<file path="config.mk">
export PLATFORM = sky130hd
export DESIGN_NAME = log_mul_lut_loader
export DESIGN_NICKNAME = d
export VERILOG_FILES = /design/src/rtl/log_mul_pkg.sv /design/src/rtl/log_mul_valid_pipe.sv /design/src/rtl/log_mul_lut_loader.sv
export SDC_FILE = /design/constraint.sdc
export NUM_CORES = 1
export LEC_CHECK = 0
export ABC_CLOCK_PERIOD_IN_PS = 1900
export BUFFER_PORTS_ARGS = -buffer_cell sky130_fd_sc_hd__buf_2
export CORE_ASPECT_RATIO = 1.5
export CORE_MARGIN = 3
export CORE_UTILIZATION = 35
export DETAILED_ROUTE_END_ITERATION = 8
export PLACE_DENSITY = 0.76
export SLEW_MARGIN = 20
export SYNTH_ARGS = -nofsm -noshare
export SYNTH_HDL_FRONTEND = slang
export SYNTH_SLANG_ARGS = --single-unit
</file>
<file path="constraint.sdc">
create_clock -name clk -period 1.9 [get_ports clk]
set_clock_uncertainty 0.15 [all_clocks]
set_input_delay 0 -clock clk [delete_from_list [all_inputs] [get_ports clk]]
set_output_delay 0 -clock clk [all_outputs]
set_load 0.01 [all_outputs]
</file>
<file path="src/rtl/log_mul_pkg.sv">
// Shared definitions for the fp16 log-domain multiplier and its LUT loader.
//   FLOAT_LEN / EXP_LEN / MANT_LEN : fp16 field widths
//   LUT_SIZE                       : entries in each log2 / exp2 LUT
//   loader_state_t                 : loader FSM states
//   FP16_QNAN / FP16_POS_INF       : fp16 special encodings
package log_mul_pkg;

    localparam int unsigned FLOAT_LEN = 16;
    localparam int unsigned EXP_LEN   = 5;
    localparam int unsigned MANT_LEN  = 10;
    localparam int unsigned LUT_SIZE  = 128;

    localparam logic [15:0] FP16_QNAN    = 16'h7E00;
    localparam logic [15:0] FP16_POS_INF = 16'h7C00;

    typedef enum logic [1:0] {
        LOAD,
        SETTLE,
        RUN
    } loader_state_t;

endpackage

</file>
<file path="src/rtl/log_mul_valid_pipe.sv">
// Valid-bit shift register of configurable depth.
//   clk, rst  : clock, synchronous active-high reset (clears all stages)
//   valid_in  : valid entering stage 0
//   valid_out : valid leaving the last stage (DEPTH cycles later)
module log_mul_valid_pipe #(
    parameter int unsigned DEPTH = 3
) (
    input  logic clk,
    input  logic rst,
    input  logic valid_in,
    output logic valid_out
);

    logic [DEPTH-1:0] stages;

    always_ff @(posedge clk) begin
        if (rst) begin
            stages <= '0;
        end else begin
            stages[0] <= valid_in;
            for (int unsigned i = 1; i < DEPTH; i++) begin
                stages[i] <= stages[i-1];
            end
        end
    end

    assign valid_out = stages[DEPTH-1];

endmodule

</file>
<file path="src/rtl/log_mul_lut_loader.sv">
// LUT loader and operand gate in front of the fp16 log-domain multiplier.
// Streams exactly LUT_SIZE host beats into the multiplier's LUT write port,
// waits until the multiplier's write-done flag is certainly visible, then
// opens the operand path and tags results with a latency-matched valid.
//   clk, rst                     : clock, synchronous active-high reset
//   cfg_valid/cfg_ready          : host LUT beat handshake
//   cfg_log2_data/cfg_exp2_data  : LUT entry carried by a beat
//   lut_wr_en, log2_lut_data_in,
//   exp2_lut_data_in             : multiplier LUT write port
//   lut_loaded                   : LUTs loaded, operand path open
//   in_valid/in_ready, in_a/in_b : operand pair handshake
//   mul_a/mul_b, mul_result      : multiplier operand and result ports
//   out_valid/out_result         : tagged result (0 when not valid)
module log_mul_lut_loader #(
    parameter int unsigned FLOAT_LEN     = log_mul_pkg::FLOAT_LEN,
    parameter int unsigned MANT_LEN      = log_mul_pkg::MANT_LEN,
    parameter int unsigned LUT_SIZE      = log_mul_pkg::LUT_SIZE,
    parameter int unsigned SETTLE_CYCLES = 2,
    parameter int unsigned MUL_LATENCY   = 2
) (
    input  logic                 clk,
    input  logic                 rst,
    input  logic                 cfg_valid,
    output logic                 cfg_ready,
    input  logic [MANT_LEN-1:0]  cfg_log2_data,
    input  logic [FLOAT_LEN-1:0] cfg_exp2_data,
    output logic                 lut_wr_en,
    output logic [MANT_LEN-1:0]  log2_lut_data_in,
    output logic [FLOAT_LEN-1:0] exp2_lut_data_in,
    output logic                 lut_loaded,
    input  logic                 in_valid,
    output logic                 in_ready,
    input  logic [FLOAT_LEN-1:0] in_a,
    input  logic [FLOAT_LEN-1:0] in_b,
    output logic [FLOAT_LEN-1:0] mul_a,
    output logic [FLOAT_LEN-1:0] mul_b,
    input  logic [FLOAT_LEN-1:0] mul_result,
    output logic                 out_valid,
    output logic [FLOAT_LEN-1:0] out_result
);

    import log_mul_pkg::*;

    localparam int unsigned CNT_W = $clog2(LUT_SIZE) + 1;
    localparam int unsigned SET_W = $clog2(SETTLE_CYCLES + 1);

    localparam logic [CNT_W-1:0] LAST_BEAT   = CNT_W'(LUT_SIZE - 1);
    localparam logic [SET_W-1:0] SETTLE_INIT = SET_W'(SETTLE_CYCLES);
    localparam logic [SET_W-1:0] SETTLE_LAST = SET_W'(1);

    loader_state_t    state;
    logic [CNT_W-1:0] beat_cnt;
    logic [SET_W-1:0] settle_cnt;

    logic cfg_fire;
    logic in_fire;

    assign cfg_fire = cfg_valid & cfg_ready;
    assign in_fire  = in_valid & in_ready;

    always_ff @(posedge clk) begin
        if (rst) begin
            state            <= LOAD;
            beat_cnt         <= '0;
            settle_cnt       <= '0;
            cfg_ready        <= 1'b0;
            lut_wr_en        <= 1'b0;
            log2_lut_data_in <= '0;
            exp2_lut_data_in <= '0;
            lut_loaded       <= 1'b0;
            in_ready         <= 1'b0;
            mul_a            <= '0;
            mul_b            <= '0;
        end else begin
            lut_wr_en <= 1'b0;
            // Idle operand slots present zero to the multiplier.
            mul_a     <= in_fire ? in_a : '0;
            mul_b     <= in_fire ? in_b : '0;

            case (state)
                LOAD: begin
                    cfg_ready <= 1'b1;
                    if (cfg_fire) begin
                        lut_wr_en        <= 1'b1;
                        log2_lut_data_in <= cfg_log2_data;
                        exp2_lut_data_in <= cfg_exp2_data;
                        beat_cnt         <= beat_cnt + 1'b1;
                        // Drop ready in the same edge as the final beat so a
                        // back-to-back host can never land beat LUT_SIZE+1.
                        if (beat_cnt == LAST_BEAT) begin
                            state      <= SETTLE;
                            settle_cnt <= SETTLE_INIT;
                            cfg_ready  <= 1'b0;
                        end
                    end
                end

                SETTLE: begin
                    cfg_ready <= 1'b0;
                    // Leave once SETTLE_CYCLES cycles have elapsed since the
                    // final strobe was presented.
                    if (settle_cnt <= SETTLE_LAST) begin
                        state      <= RUN;
                        lut_loaded <= 1'b1;
                        in_ready   <= 1'b1;
                    end else begin
                        settle_cnt <= settle_cnt - 1'b1;
                    end
                end

                RUN: begin
                    cfg_ready  <= 1'b0;
                    lut_loaded <= 1'b1;
                    in_ready   <= 1'b1;
                end

                default: begin
                    state <= LOAD;
                end
            endcase
        end
    end

    // One stage for the operand register, MUL_LATENCY for the multiplier.
    log_mul_valid_pipe #(
        .DEPTH(1 + MUL_LATENCY)
    ) u_valid_pipe (
        .clk      (clk),
        .rst      (rst),
        .valid_in (in_fire),
        .valid_out(out_valid)
    );

    assign out_result = out_valid ? mul_result : '0;

endmodule

</file>
# Word-level counts from Yosys, hierarchy flattened
# Index checks and enable logic that the tools add are counted.
# word_totals
ff_bits	76
output_inout_bits	79
# op_classes
add_sub_neg	2
n_lt_le_gt_ge	1
eq_ne	7
mux	15
n_bitwise	5
n_reduce_logical	11
# ops
operator	n
$mux W16	1
$mux W2	6
$add A8 B1 Y8 const B	1
$eq A8 B7 Y1 const B	1
$ne A2 B2 Y1 const B	4
$reduce_and A4 Y1	2
$pmux W2 S3	1
$reduce_bool A2 Y1	3
$reduce_or A2 Y1	3
$mux W1	4
$pmux W1 S2	2
$pmux W2 S2	1
$reduce_and A2 Y1	2
$not A1 Y1	3
$and A1 B1 Y1	2
$eq A2 B1 Y1 const B	1
$eq A2 B2 Y1 const B	1
$le A2 B1 Y1 const B	1
$logic_not A2 Y1	1
$sub A2 B1 Y2 const B	1

# Logic depth before layout (Yosys ltp)
# depth
word_depth	4
ltp_mapped	7

# Hierarchy
# A second synthesis with hierarchy kept.
# hier_totals
cells_unflattened	292
hier_area_um2	2727.6
# by_module_without_submodules
mod	instances	cells_per_inst	area_each_um2	seq_area_each_um2
log_mul_lut_loader	1	286	2648.8	1461.4
log_mul_valid_pipe	1	6	78.8	60.1

# Least setup slack after synthesis
# OpenSTA, ideal clock, no wires.
# synth_path
path_kind	reg-to-reg
start	reg state[0]
end	reg log2_lut_data_in[3]
t_arrival_ns	1.428
setup_slack_ns	0.252
path_stages_with_launch	8
path_buffers	2
path_cell_list	dfxtp_1 -> inv_1 -> ha_1 -> nand3_1 -> buf_2 -> buf_1 -> nand2_1 -> a21oi_1
# synth_via
elab_chain_len	2
# synth_lines
item	line_no	rtl
start, declared	log_mul_lut_loader.sv:51	loader_state_t state;
start signal, assigned	log_mul_lut_loader.sv:63	state <= LOAD;
start signal, assigned	log_mul_lut_loader.sv:91	state <= SETTLE;
start signal, assigned	log_mul_lut_loader.sv:103	state <= RUN;
$logic_not A2 Y1	log_mul_lut_loader.sv:80	case (state)
$reduce_and A2 Y1 (no line)	n/a	
end signal, assigned	log_mul_lut_loader.sv:85	log2_lut_data_in <= cfg_log2_data;
end, declared	log_mul_lut_loader.sv:28	output logic [MANT_LEN-1:0] log2_lut_data_in,
# Every way passes these cells.
# A chain may end at the register's enable or synchronous reset.

# Worst setup path in the final report
# layout_path
start	reg state[0]
end	reg beat_cnt[6]
# layout_via
elab_chain_len	2
# layout_lines
item	line_no	rtl
$logic_not A2 Y1	log_mul_lut_loader.sv:80	
$reduce_and A2 Y1 (no line)	n/a	
end signal, assigned	log_mul_lut_loader.sv:87	beat_cnt <= beat_cnt + 1'b1;
end, declared	log_mul_lut_loader.sv:52	logic [CNT_W-1:0] beat_cnt;
# Every way passes these cells.

==> metrics.csv <==
stage;metric;value;unit
run_status;status;finished, final reports clean;
floorplanning;Die H;114;µm
sta;Max Slew Vio Count;0;
global_route;Total Routing Usage GR;0.183;
cts;CTS Buf Count;9;
setup_path;critical path class;flop to flop;
global_route;vias in the first global route;2870;
min_path;Min-Delay Path Class;input port to output pin;
job;max-cap violations;0;
route;DRT antenna net count;0;
power_and_ir_drop;maximum vdd drop;0.645;mV
cells_and_area;fraction of layout cells with a size suffix above 1;0.358;
setup_path;CP peak stage delay;0.34;ns
setup_path;critical path launch point type;flop;
cells_and_area;Layout area overhead;61.6;%
setup_path;crit path cell chain;inv_1 > ha_1 > and3_4 > nand2_2 > or3_1 > a21oi_1;
route;DR pass1 iterations;5;
sta;period utilisation layout;0.915;
logic_synthesis;Avg Cell Area, Syn;9.37;µm²
cts;Hold Buf Count CTS;61;
logic_synthesis;Post-Syn Area;2720;µm²
power_and_ir_drop;power density cells;725;nW/µm²
sta;Slew headroom;0.728;
floorplanning;# IOs;157;
sta;crit path time final;1.74;ns
logic_synthesis;post-synthesis xor/xnor area fraction;0.0193;
setup_path;slowest CP cell;dfxtp_1;
place;GP Congestion;0.797;
floorplanning;row count;38;
cells_and_area;area taken by flip-flops and latches;1520;µm²
global_route;GRT Residual Overflow;0;
cts;post-CTS repair timing setup buffer count;0;
place;HPWL after DPL;4790;µm
logic_synthesis;Synth area leader;dfxtp_1;
sta;worst-margin pin slew;0.408;ns
floorplanning;Die Width;77.9;µm
place;Port Buffers;156;
power_and_ir_drop;leakage;2.14;nW
cells_and_area;Multi-input gate area;1100;µm²
place;DP Cell Count;534;
global_route;first-pass GRT wire length;12900;µm
cells_and_area;post-route insts no fill;611;
setup_path;crit end category;flop;
logic_synthesis;Syn. warnings;0;
cts;clock sinks;76;
setup_path;Critical Path RT;2.03;ns
logic_synthesis;Synth Area in Simple Gates;0.270;
logic_synthesis;synth unique cells;34;
logic_synthesis;Seq/Total Area, Yosys;0.560;
cts;Longest Clk Path Bufs;2;
logic_synthesis;largest cells by area after synthesis;dfxtp_1 (56%), and2_1 (11%), nand2_1 (7.9%), a21oi_1 (5.7%), ha_1 (2.8%);
cts;clock-pin slew on the worst setup and hold paths;0.08;ns
logic_synthesis;mux cell area share after synthesis;0.00368;
route;Routed WL;7970;µm
logic_synthesis;complex-gate fraction of the synthesized area;0.0824;
global_route;initial antenna violation count;0;
cts;CTS H-tree lvls;3;
route;DR WL/cell;13.0;µm
sta;setup tns final;0;ns
logic_synthesis;Yosys reg bits;76;
logic_synthesis;largest family of logic cells by synthesized area;simple AND/OR/NAND/NOR gates;
logic_synthesis;Syn Inst Count;290;
route;Iteration-0 DRC Markers;90;
logic_synthesis;Synthesized Nets;374;
route;DR vias/cell;4.41;
route;DRC errors left;0;
cts;Root Buffer Master;clkbuf_8;
cts;PostCTS Resize Cnt;0;
route;vias;2695;
floorplanning;Initial Util;0.369;
setup_path;WP data arrival;1.86;ns
cells_and_area;# diodes;0;
cts;Clk Latency, worst-skew pair;0.35;ns
sta;RSZ-0062 raised after global routing;no;
floorplanning;core area;7370;µm²
sta;fmax;575;MHz
cts;CTS tree;done;
sta;final setup fails;0;
sta;Hold Vio Cnt, Final;0;
cells_and_area;# fillers;605;
setup_path;r2r setup slk;0.16;ns
logic_synthesis;Synth Area in Adders;0.0276;
cells_and_area;final net count;590;
setup_path;Critical Path Fanout Max;6;
logic_synthesis;Yosys top cell area share;0.560;
floorplanning;die area;8880;µm²
global_route;largest net degree at the start of global routing;34;
[worst max-delay path: cells and delay by family, from the launching register on]
kind	cells	cell delay, ns
buffers and inverters	1	0.10
AO/OA/AOI/OAI	1	0.16
adder cells (fa/ha/maj)	1	0.27
flip-flops	1	0.34
AND/OR/NAND/NOR	3	0.65
[metal layers]
layer	routed length (µm)	global-route usage	share of wire	vias to the layer above
li1	-	-	-	1360
met3	760	0.0806	0.095	9
met1	2910	0.180	0.36	1217
met4	111	0.0665	0.014	0
met5	0	0	0	-
met2	4190	0.336	0.53	109
[cell type report]
| type | instances | share of cell area |
|---|---|---|
| tap | 100 | 0.0285 |
| sequential | 76 | 0.346 |
| timing repair buffer | 221 | 0.324 |
| multi-input combinational | 191 | 0.250 |
| clock inverter | 5 | 0.0140 |
| inverter | 7 | 0.00598 |
| clock buffer | 11 | 0.0322 |
[state kept, by name (all words and copies together) (netlist names)]
name	flops
beat_cnt	8
cfg_ready	1
exp2_lut_data_in	16
in_ready	1
log2_lut_data_in	10
lut_wr_en	1
mul_a	16
mul_b	16
settle_cnt	2
state	2
u_valid_pipe.stages	3
[synth_stat cells]
master and count:
nand3b_1 3, buf_2 2, nand2b_1 2, clkbuf_1 9
nor2_1 9, o21ai_0 3, nand2_2 1, and3_4 1
a211oi_1 1, o31ai_2 1, xnor2_1 2, nand2_1 57
nand3_1 2, a21oi_1 31, buf_1 2, or3_1 2
mux2i_1 1, nor2b_1 2, and3_1 1, nand4b_1 1
nand4_1 2, or3_2 2, dfxtp_1 76, a311oi_1 1
xor2_1 4, nand4_4 1, nor3b_2 1, inv_1 7
nor3_4 1, buf_4 3, and2_1 48, a31oi_1 4
ha_1 6, nor4_1 1
[through the flow]
step | cell area (µm²) | power (mW) | utilization | worst slack (ns) | hold WS [ns]
global route | 4390 | 3.34 | 0.596 | 0.0136 | 0.158
detailed placement | 3580 | 1.88 | 0.486 | 0.163 | 0.0511
global placement | 3580 | 1.87 | 0.486 | 0.240 | 0.0492
floorplan | 2720 | 1.76 | - | 0.252 | -0.0283
finish | 4390 | 3.18 | 0.596 | 0.161 | 0.141
CTS | 4390 | 3.22 | 0.596 | 0.144 | 0.147
[cell usage in the layout (no fill, tap or decap), types with 3 or more instances in the layout]
cell type / count
nand2_1: 57
a21oi_1: 31
buf_2: 156
nand3b_1: 3
dfxtp_1: 76
o21ai_0: 3
nor2_1: 9
dlygate4sd3_1: 61
buf_4: 4
inv_1: 7
and2_1: 48
clkinvlp_4: 3
ha_1: 6
clkbuf_8: 10
a31oi_1: 4
xor2_1: 4
[cell families (layout without fill, tap and decap cells)]
family                     Yosys count  in the layout
xor gates and xnor gates             6              6
adders and majority gates            6              6
DFF                                 76             76
AOI/OAI and AO/OA                   41             41
buffers and inverters               23            244
muxes                                1              1
and+or+nand+nor                    137            137
[path summary, 6_finish.rpt]
path	startpoint	to	cells past startpoint
worst min-delay path	mul_result[13]	out_result[13]	3
worst max register to register	state[0]	beat_cnt[6]	6
worst max-delay path	state[0]	beat_cnt[6]	6
worst min register to register	u_valid_pipe.stages[1]	u_valid_pipe.stages[2]	1
[power by group]
group	total, mW	switching [mW]	internal [mW]
Sequential	1.64	0.0186	1.62
Combinational	0.303	0.120	0.184
Clock	1.24	0.593	0.645
(Power assumes the default switching activity.)
